==> src/rtl/adpll_boot_seq.sv <==
// CPU-less bus initiator that programs the ADPLL after power-up and polls for lock.
// Optional post-lock saturation read is enabled by defining ADPLL_BOOT_SAT_CHECK_EN.
`timescale 1ns/1ps

`ifndef ADPLL_ADDR_W
`define ADPLL_ADDR_W 8
`endif
`ifndef FCWW
`define FCWW 26
`endif
`ifndef ADPLL_SOFT_RST
`define ADPLL_SOFT_RST 'h00
`endif
`ifndef FCW
`define FCW 'h04
`endif
`ifndef ADPLL_MODE
`define ADPLL_MODE 'h08
`endif
`ifndef ADPLL_EN
`define ADPLL_EN 'h0C
`endif
`ifndef ADPLL_LOCK
`define ADPLL_LOCK 'h10
`endif
`ifndef ADPLL_SAT
`define ADPLL_SAT 'h14
`endif

module adpll_boot_seq #(
  parameter int ADDR_W   = `ADPLL_ADDR_W,
  parameter int POLL_MAX = 1024,
  parameter int POLL_GAP = 16
) (
  input  logic              clk,
  input  logic              rst_n,
  input  logic              start,
  input  logic [`FCWW-1:0]  fcw,
  input  logic [1:0]        mode,
  output logic              valid,
  output logic [ADDR_W-1:0] address,
  output logic [31:0]       wdata,
  output logic              wstrb,
  input  logic [31:0]       rdata,
  input  logic              ready,
  output logic              busy,
  output logic              done,
  output logic              locked,
  output logic              timeout,
`ifdef ADPLL_BOOT_SAT_CHECK_EN
  output logic              sat_err,
`endif
  output logic [15:0]       poll_cnt
);

  typedef enum logic [3:0] {
    S_IDLE, S_W_RST1, S_W_RST0, S_W_FCW, S_W_MODE, S_W_EN,
    S_R_LOCK, S_WAIT, S_R_SAT, S_W_DIS, S_FIN
  } state_t;

  localparam logic [15:0] PMAX     = (POLL_MAX >= 65535) ? 16'hFFFF : 16'(POLL_MAX);
  localparam logic [15:0] GAP_LAST = (POLL_GAP > 0) ? 16'(POLL_GAP - 1) : 16'd0;

  state_t           r_state, w_next;
  logic             r_gap, r_rd_bit, r_locked, r_timeout, r_sat_err;
  logic [15:0]      r_poll_cnt, r_wait_cnt;
  logic [`FCWW-1:0] r_fcw;
  logic [1:0]       r_mode;
  logic             w_access, w_req, w_ack, w_accept;
  logic             w_unused;

  // Each access state spends its request phase until ready, then one gap cycle.
  assign w_access = r_state inside {S_W_RST1, S_W_RST0, S_W_FCW, S_W_MODE, S_W_EN,
                                    S_R_LOCK, S_R_SAT, S_W_DIS};
  assign w_req    = w_access & ~r_gap;
  assign w_ack    = w_req & ready;
  assign w_accept = (r_state == S_IDLE) & start;
  assign w_unused = ^rdata[31:1];

  always_ff @(posedge clk or negedge rst_n) begin
    if (!rst_n) r_state <= S_IDLE;
    else        r_state <= w_next;
  end

  always_comb begin
    w_next = r_state;
    case (r_state)
      S_IDLE:   if (start) w_next = S_W_RST1;
      S_W_RST1: if (r_gap) w_next = S_W_RST0;
      S_W_RST0: if (r_gap) w_next = S_W_FCW;
      S_W_FCW:  if (r_gap) w_next = S_W_MODE;
      S_W_MODE: if (r_gap) w_next = S_W_EN;
      S_W_EN:   if (r_gap) w_next = S_R_LOCK;
      S_R_LOCK: if (r_gap) begin
        if (r_rd_bit)
`ifdef ADPLL_BOOT_SAT_CHECK_EN
          w_next = S_R_SAT;
`else
          w_next = S_FIN;
`endif
        else if (r_poll_cnt >= PMAX) w_next = S_W_DIS;
        else if (POLL_GAP == 0)      w_next = S_R_LOCK;
        else                         w_next = S_WAIT;
      end
      S_WAIT:   if (r_wait_cnt == GAP_LAST) w_next = S_R_LOCK;
`ifdef ADPLL_BOOT_SAT_CHECK_EN
      S_R_SAT:  if (r_gap) w_next = r_rd_bit ? S_W_DIS : S_FIN;
`endif
      S_W_DIS:  if (r_gap) w_next = S_FIN;
      S_FIN:    w_next = S_IDLE;
      default:  w_next = S_IDLE;
    endcase
  end

  always_comb begin
    valid   = w_req;
    address = '0;
    wdata   = '0;
    wstrb   = 1'b0;
    busy    = (r_state != S_IDLE);
    done    = (r_state == S_FIN);
    if (w_req) begin
      case (r_state)
        S_W_RST1: begin address = ADDR_W'(`ADPLL_SOFT_RST); wdata = 32'd1; wstrb = 1'b1; end
        S_W_RST0: begin address = ADDR_W'(`ADPLL_SOFT_RST); wdata = 32'd0; wstrb = 1'b1; end
        S_W_FCW:  begin address = ADDR_W'(`FCW); wdata = 32'(r_fcw); wstrb = 1'b1; end
        S_W_MODE: begin address = ADDR_W'(`ADPLL_MODE); wdata = {30'd0, r_mode}; wstrb = 1'b1; end
        S_W_EN:   begin address = ADDR_W'(`ADPLL_EN); wdata = 32'd1; wstrb = 1'b1; end
        S_R_LOCK: address = ADDR_W'(`ADPLL_LOCK);
        S_R_SAT:  address = ADDR_W'(`ADPLL_SAT);
        S_W_DIS:  begin address = ADDR_W'(`ADPLL_EN); wdata = 32'd0; wstrb = 1'b1; end
        default:  ;
      endcase
    end
  end

  always_ff @(posedge clk or negedge rst_n) begin
    if (!rst_n) begin
      r_gap      <= 1'b0;
      r_rd_bit   <= 1'b0;
      r_locked   <= 1'b0;
      r_timeout  <= 1'b0;
      r_sat_err  <= 1'b0;
      r_poll_cnt <= '0;
      r_wait_cnt <= '0;
    end else begin
      r_gap      <= w_ack;
      r_wait_cnt <= (r_state == S_WAIT) ? r_wait_cnt + 16'd1 : 16'd0;
      if (w_ack) r_rd_bit <= rdata[0];
      if (w_accept) begin
        r_locked   <= 1'b0;
        r_timeout  <= 1'b0;
        r_sat_err  <= 1'b0;
        r_poll_cnt <= '0;
      end
      if (w_ack && r_state == S_R_LOCK) begin
        if (r_poll_cnt != 16'hFFFF) r_poll_cnt <= r_poll_cnt + 16'd1;
        if (rdata[0]) r_locked <= 1'b1;
      end
      // A saturated loop counts as a failed boot even though lock was reported.
      if (w_ack && r_state == S_R_SAT && rdata[0]) begin
        r_locked  <= 1'b0;
        r_timeout <= 1'b1;
        r_sat_err <= 1'b1;
      end
      if (r_state == S_W_DIS && r_gap) r_timeout <= 1'b1;
    end
  end

  always_ff @(posedge clk) begin
    if (w_accept) begin
      r_fcw  <= fcw;
      r_mode <= mode;
    end
  end

  assign locked   = r_locked;
  assign timeout  = r_timeout;
  assign poll_cnt = r_poll_cnt;
`ifdef ADPLL_BOOT_SAT_CHECK_EN
  assign sat_err  = r_sat_err;
`endif

endmodule

==> config.mk <==
export PLATFORM = sky130hd
export DESIGN_NAME = adpll_boot_seq
export DESIGN_NICKNAME = d
export VERILOG_FILES = /design/src/rtl/adpll_boot_seq.sv
export SDC_FILE = /design/constraint.sdc
export NUM_CORES = 1
export LEC_CHECK = 0
export CAP_MARGIN = 5
export CORE_UTILIZATION = 45
export DETAILED_ROUTE_END_ITERATION = 12
export PLACE_DENSITY = 0.81
export SLEW_MARGIN = 30
export SYNTH_ARGS = -nofsm -noshare
export SYNTH_HDL_FRONTEND = slang
export SYNTH_SLANG_ARGS = --single-unit
==> constraint.sdc <==
create_clock -name clk -period 2.65 [get_ports clk]
set_input_delay 0.53 -clock clk [delete_from_list [all_inputs] [get_ports clk]]
set_output_delay 0.53 -clock clk [all_outputs]
set_load 0.01 [all_outputs]
Yosys cells after proc, flatten, opt, wreduce, memory -nomap -nowiden --
Index checks and enable logic that the tools add are counted.
Word-level totals: word-level logic and storage cells 78, register bits 68
Cells by class: eq/ne operators 21, multiplexer cells 29, magnitude comparators 1, bitwise operators 4, $add $sub $neg 2, reduce and logical (&&, ||, !) cells 12
Operators by type and width (number):
- one-hot mux 26 bit (3 select lines) | 1
- two-way mux 16 bit | 4
- two-way mux 4 bit | 11
- one-hot mux 4 bit (9 select lines) | 1
- adder 16 x 1 -> 16 bit, second input constant | 2
- two-way mux 26 bit | 1
- one-hot mux 5 bit (5 select lines) | 1
- != test 2 bit, second input constant | 9
- == test 16 x 4 -> 1 bit, second input constant | 1
- == test 4 x 3 -> 1 bit, second input constant | 4
- >= comparator 16 x 11 -> 1 bit, second input constant | 1
- != test 16 bit, second input constant | 1
- == test 4 bit, second input constant | 3
- two-way mux 1 bit | 9
- AND reduction 9 bit | 1
- == test 4 x 2 -> 1 bit, second input constant | 2
- nonzero test 8 bit | 1
- OR reduction 6 bit | 1
- two-way mux 5 bit | 1
- == test 4 x 1 -> 1 bit, second input constant | 1
- logical AND 1 bit | 4
- zero test 4 bit | 1
- nonzero test 4 bit | 1
- OR reduction 2 bit | 2
- 3 further kinds | 5

Longest topological paths before layout --
depth in word-level cells 8, mapped depth 7

Worst setup path before layout --
OpenSTA, ideal clock, no wires.
path kind flip-flop to flip-flop, start point reg r_state[1], end point reg r_poll_cnt[13], in the netlist poll_cnt[13], clock period less this slack 2374 ps, cell stages (with the launch flop) 7, arrival time 2248 ps, setup slack 276 ps, path buffers 1, cell sequence dfrtp_1 > buf_2 > nor4_2 > nand2_1 > inv_1 > nor2_2 > a221o_1
Between the ends: elaborated cells on any way between the ends 17
RTL lines:
- from (decl) | line 64 | state_t r_state, w_next;
- from (signal assigned) | line 82 | else r_state <= w_next;
- zero test 4 bit * | line 77 | assign w_accept = (r_state == S_IDLE) & start;
- bitwise AND 1 bit * | line 77
- via w_accept | line 69 | logic w_access, w_req, w_ack, w_accept;
- two-way mux 16 bit * | line 150 | if (w_accept) begin
- two-way mux 16 bit | line 157 | if (r_poll_cnt != 16'hFFFF) r_poll_cnt <= r_poll_cnt + 16'd1;
- two-way mux 16 bit * | line 156 | if (w_ack && r_state == S_R_LOCK) begin
- to (signal assigned) | line 157
- to (decl) | line 66 | logic [15:0] r_poll_cnt, r_wait_cnt;
Mark *: on every way through the listed nets, which the timed path passes. The rest lies on a longest branch. A chain may end at the register's enable or synchronous reset.

Worst setup path after layout --
start point reg r_state[2], end point out busy
Between the ends: cells in the longest elaborated chain, start to end 1
RTL lines:
- nonzero test 4 bit | line 120 | busy = (r_state != S_IDLE);
- to (decl) | line 46 | output logic busy,
Every way passes these cells.

==> results by group <==
Clock network
  • CTS buffer count: 9
  • H-tree levels: 3
  • Clock transition at path regs: roughly 0.070 ns
  • Skew-Pair Late Insertion Delay: 0.36 ns
  • Hold-fix buffers, CTS: 0
  • CTS tree: built
  • Root Driver: clkbuf_8
  • CTS Buffer Depth: 2
  • Clk sinks: 68

Detailed routing
  • Max Used Layer: met4
  • WL met3: 413 um
  • Via-to-Cell Ratio: 5.31
  • Residual DRC: 0
  • Total number of vias: 2840
  • DRT Wirelength: 8130 um
  • DRT iter0 DRCs: 153
  • Routed wire per std cell: 15.2 um
  • Met1 wire length: roughly 3500 um
  • ANT nets after route: 0
  • Routed wl met2: about 4100 um
  • DR pass1 iterations: 4

Synthesis
  • Top FF cell, synth: dfrtp_1
  • Yosys cell types: 58
  • Mux contribution to synthesized area: 0.913%
  • Ys Warns: 0
  • Commonest cells post-synth: 40 x dfrtp_1, 40 x nor2_1, 28 x and2_1, 28 x edfxtp_1, 17 x nand3_1
  • Yosys top cell area share: 29.2%
  • Combinational family with the most area after synthesis: simple AND/OR/NAND/NOR gates
  • XOR/XNOR Fraction of Synth Area: 4.09%
  • Synthesized cell area: 3430 um2
  • FFs w/ async S/R, synth: 58.8%
  • Post-synth top area cell: dfrtp_1
  • Synthesized area per cell: 10.3 um2
  • Post-synthesis adder-cell area fraction: between 1 and 1.5%
  • Synth top area cells: dfrtp_1 29%, edfxtp_1 25%, and2_1 5.1%
  • Yosys reg bits: 68
  • EDFF count, synth: 28
  • Syn Inst Count: 332
  • Compound-gate portion of the synthesized area: 10.9%
  • Simple-gate share of the synthesized area: 23.8%
  • Post-synthesis sequential area ratio: 53.7%

Global routing
  • Largest net degree at the start of global routing: 41
  • Global-route wire length before repair: 12300 um
  • GR Overflow Total: 0
  • Gr usage total: 21.0%
  • Vias in the first global route: between 2000 and 3000
  • Antenna violations before repair: 0

Finish
  • Fillers: 590
  • Layout cell share with drive strength beyond 1: around an eighth
  • Area grow syn2layout: 37.7%
  • Final instance area: between 4000 and 5000 um2
  • Register area: between 1500 and 2000 um2
  • Antenna diodes: 0
  • Multi-input logic area: 1460 um2
  • Final Net Count: 498

Floorplan
  • Total core area: 7290 um2
  • Die area: about 8000 um2
  • Die width: 89.3 um
  • Rows: 31
  • Top Ports: about 130
  • Die Y: 89.3 um
  • Initial Util: a little under half

Critical path
  • CP required: 2.12 ns
  • R2R setup slack: ~0.28 ns
  • Crit-path max FO: 6
  • Critical path class: flip-flop to output port
  • Critical Path Source Type: flip-flop
  • CP endpoint kind: output port
  • WP data arrival: between 2 and 2.5 ns

Timing
  • Worst rel slew slack: 65.9%
  • Min Tclk post-route: approximately 2.5 ns
  • Period utilization: about 96%
  • Final-report max-slew violation count: 0
  • Hold Vio Cnt, Final: 0
  • Worst setup margin: 0.114 ns
  • Fmax: 0.394 GHz
  • Final Setup Violations: 0
  • Worst Skew: 0.00599 ns
  • Worst slew pin tran: 0.511 ns
  • Post-Route Setup TNS: 0 ns
  • RSZ-0062 raised after global routing: false

Placed design
  • DP HPWL: 5430 um
  • Dpl ws: about 0.24 ns
  • Port buffer count: 83
  • Placed cell area: 4380 um2
  • Routability cong.: around 0.8

Power
  • Total power: between 3000 and 4000 uW
  • Peak supply drop: 552 uV
  • Power per cell area: 777 nW/um2
  • Leakage: about 0.0023 uW

Outcome
  • Status: finished clean

Run
  • Maxcap violations: 0

Worst hold path
  • HP Class: primary input to async pin
-- final timing paths --
check,start,to,cells past startpoint
setup / recovery,r_state[2],busy,5
hold / removal,rst_n,poll_cnt[5],1
setup reg to reg,r_state[2],poll_cnt[10],8
hold reg to reg,r_wait_cnt[0],r_wait_cnt[0],1
max in group asynchronous,rst_n,r_state[0],1
min in group clk,r_wait_cnt[0],r_wait_cnt[0],1
-- stage by stage --
stage               std cells  hold slack [ns]  util [%]
floorplan                 342            0.234         -
global placement          512            0.471      60.1
detailed placement        512            0.490      60.1
CTS                       531            0.320      63.2
global route              535            0.180      64.7
finish                    535            0.145      64.7
-- sequential cells by signal, indices dropped and copies added, names as in the netlist --
name / count
poll_cnt: 16
r_wait_cnt: 16
r_gap: 1
locked: 1
timeout: 1
r_mode: 2
r_rd_bit: 1
r_fcw: 26
r_state: 4
-- area by class of cell --
type	count	area share [%]
Clock buffer	9	2.62
Clock inverter	7	1.43
Inverter	12	0.954
Multi-Input combinational cell	237	31.0
Sequential cell	68	39.1
Tap cell	99	2.62
Timing Repair Buffer	103	22.3
-- logic make-up after synthesis --
group,count (synthesis)
adders and majority gates,3
buffers and inverters,37
muxes,3
and+or+nand+nor,152
AOI/OAI and AO/OA,52
other,1
xor gates and xnor gates,16
DFF,68
-- repair_timing --
item / 4_1_cts / 5_1_grt
resized for setup: 7 / 32
pin swaps: 0 / 2
setup endpoints to repair: 27 / 29
buffers inserted: 2 / 3
gates cloned: 1 / 1
-- layout by cell type (no fill, tap or decap), types with 3 or more instances in the layout --
master | synthesis | routed
nand4_1 | 3 | 3
o21ai_0 | 11 | 11
dfrtp_2 | 0 | 3
a211o_1 | 3 | 3
a221o_1 | 3 | 3
ha_1 | 3 | 3
clkbuf_8 | 0 | 9
and3_1 | 5 | 5
nor4_1 | 9 | 8
and2_1 | 28 | 28
nor3_1 | 12 | 11
conb_1 | 1 | 11
nand2_1 | 15 | 14
dlymetal6s2s_1 | 0 | 27
nand2b_1 | 6 | 6
xor2_1 | 8 | 8
edfxtp_1 | 28 | 28
a21oi_1 | 8 | 8
buf_4 | 11 | 17
a31oi_1 | 7 | 7
nand3_1 | 17 | 17
inv_1 | 12 | 12
nor2_1 | 40 | 40
dfrtp_1 | 40 | 37
clkdlybuf4s50_1 | 0 | 55
xnor2_1 | 8 | 8
-- critical path, stage by stage, from the launching register on --
cell and delay (ns):
dfrtp_2 0.46, clkbuf_2 0.16, buf_4 0.16, nor4_2 0.30, inv_1 0.08, clkdlybuf4s50_1 0.49
-- routing by layer --
metal / global-route usage [%] / up-vias
met5: 0 / -
met4: 9.52 / 0
met3: 5.54 / 15
met2: 33.7 / 102
met1: 26.7 / 1371
li1: - / 1352
-- where the power goes --
part | switching (uW) | internal (uW) | leakage [uW]
combinational | 722 | 703 | 0.00139
clock | 411 | 429 | 0.0000926
sequential | 124 | 1280 | 0.000802
No activity file was read; power rests on OpenSTA's default activity.
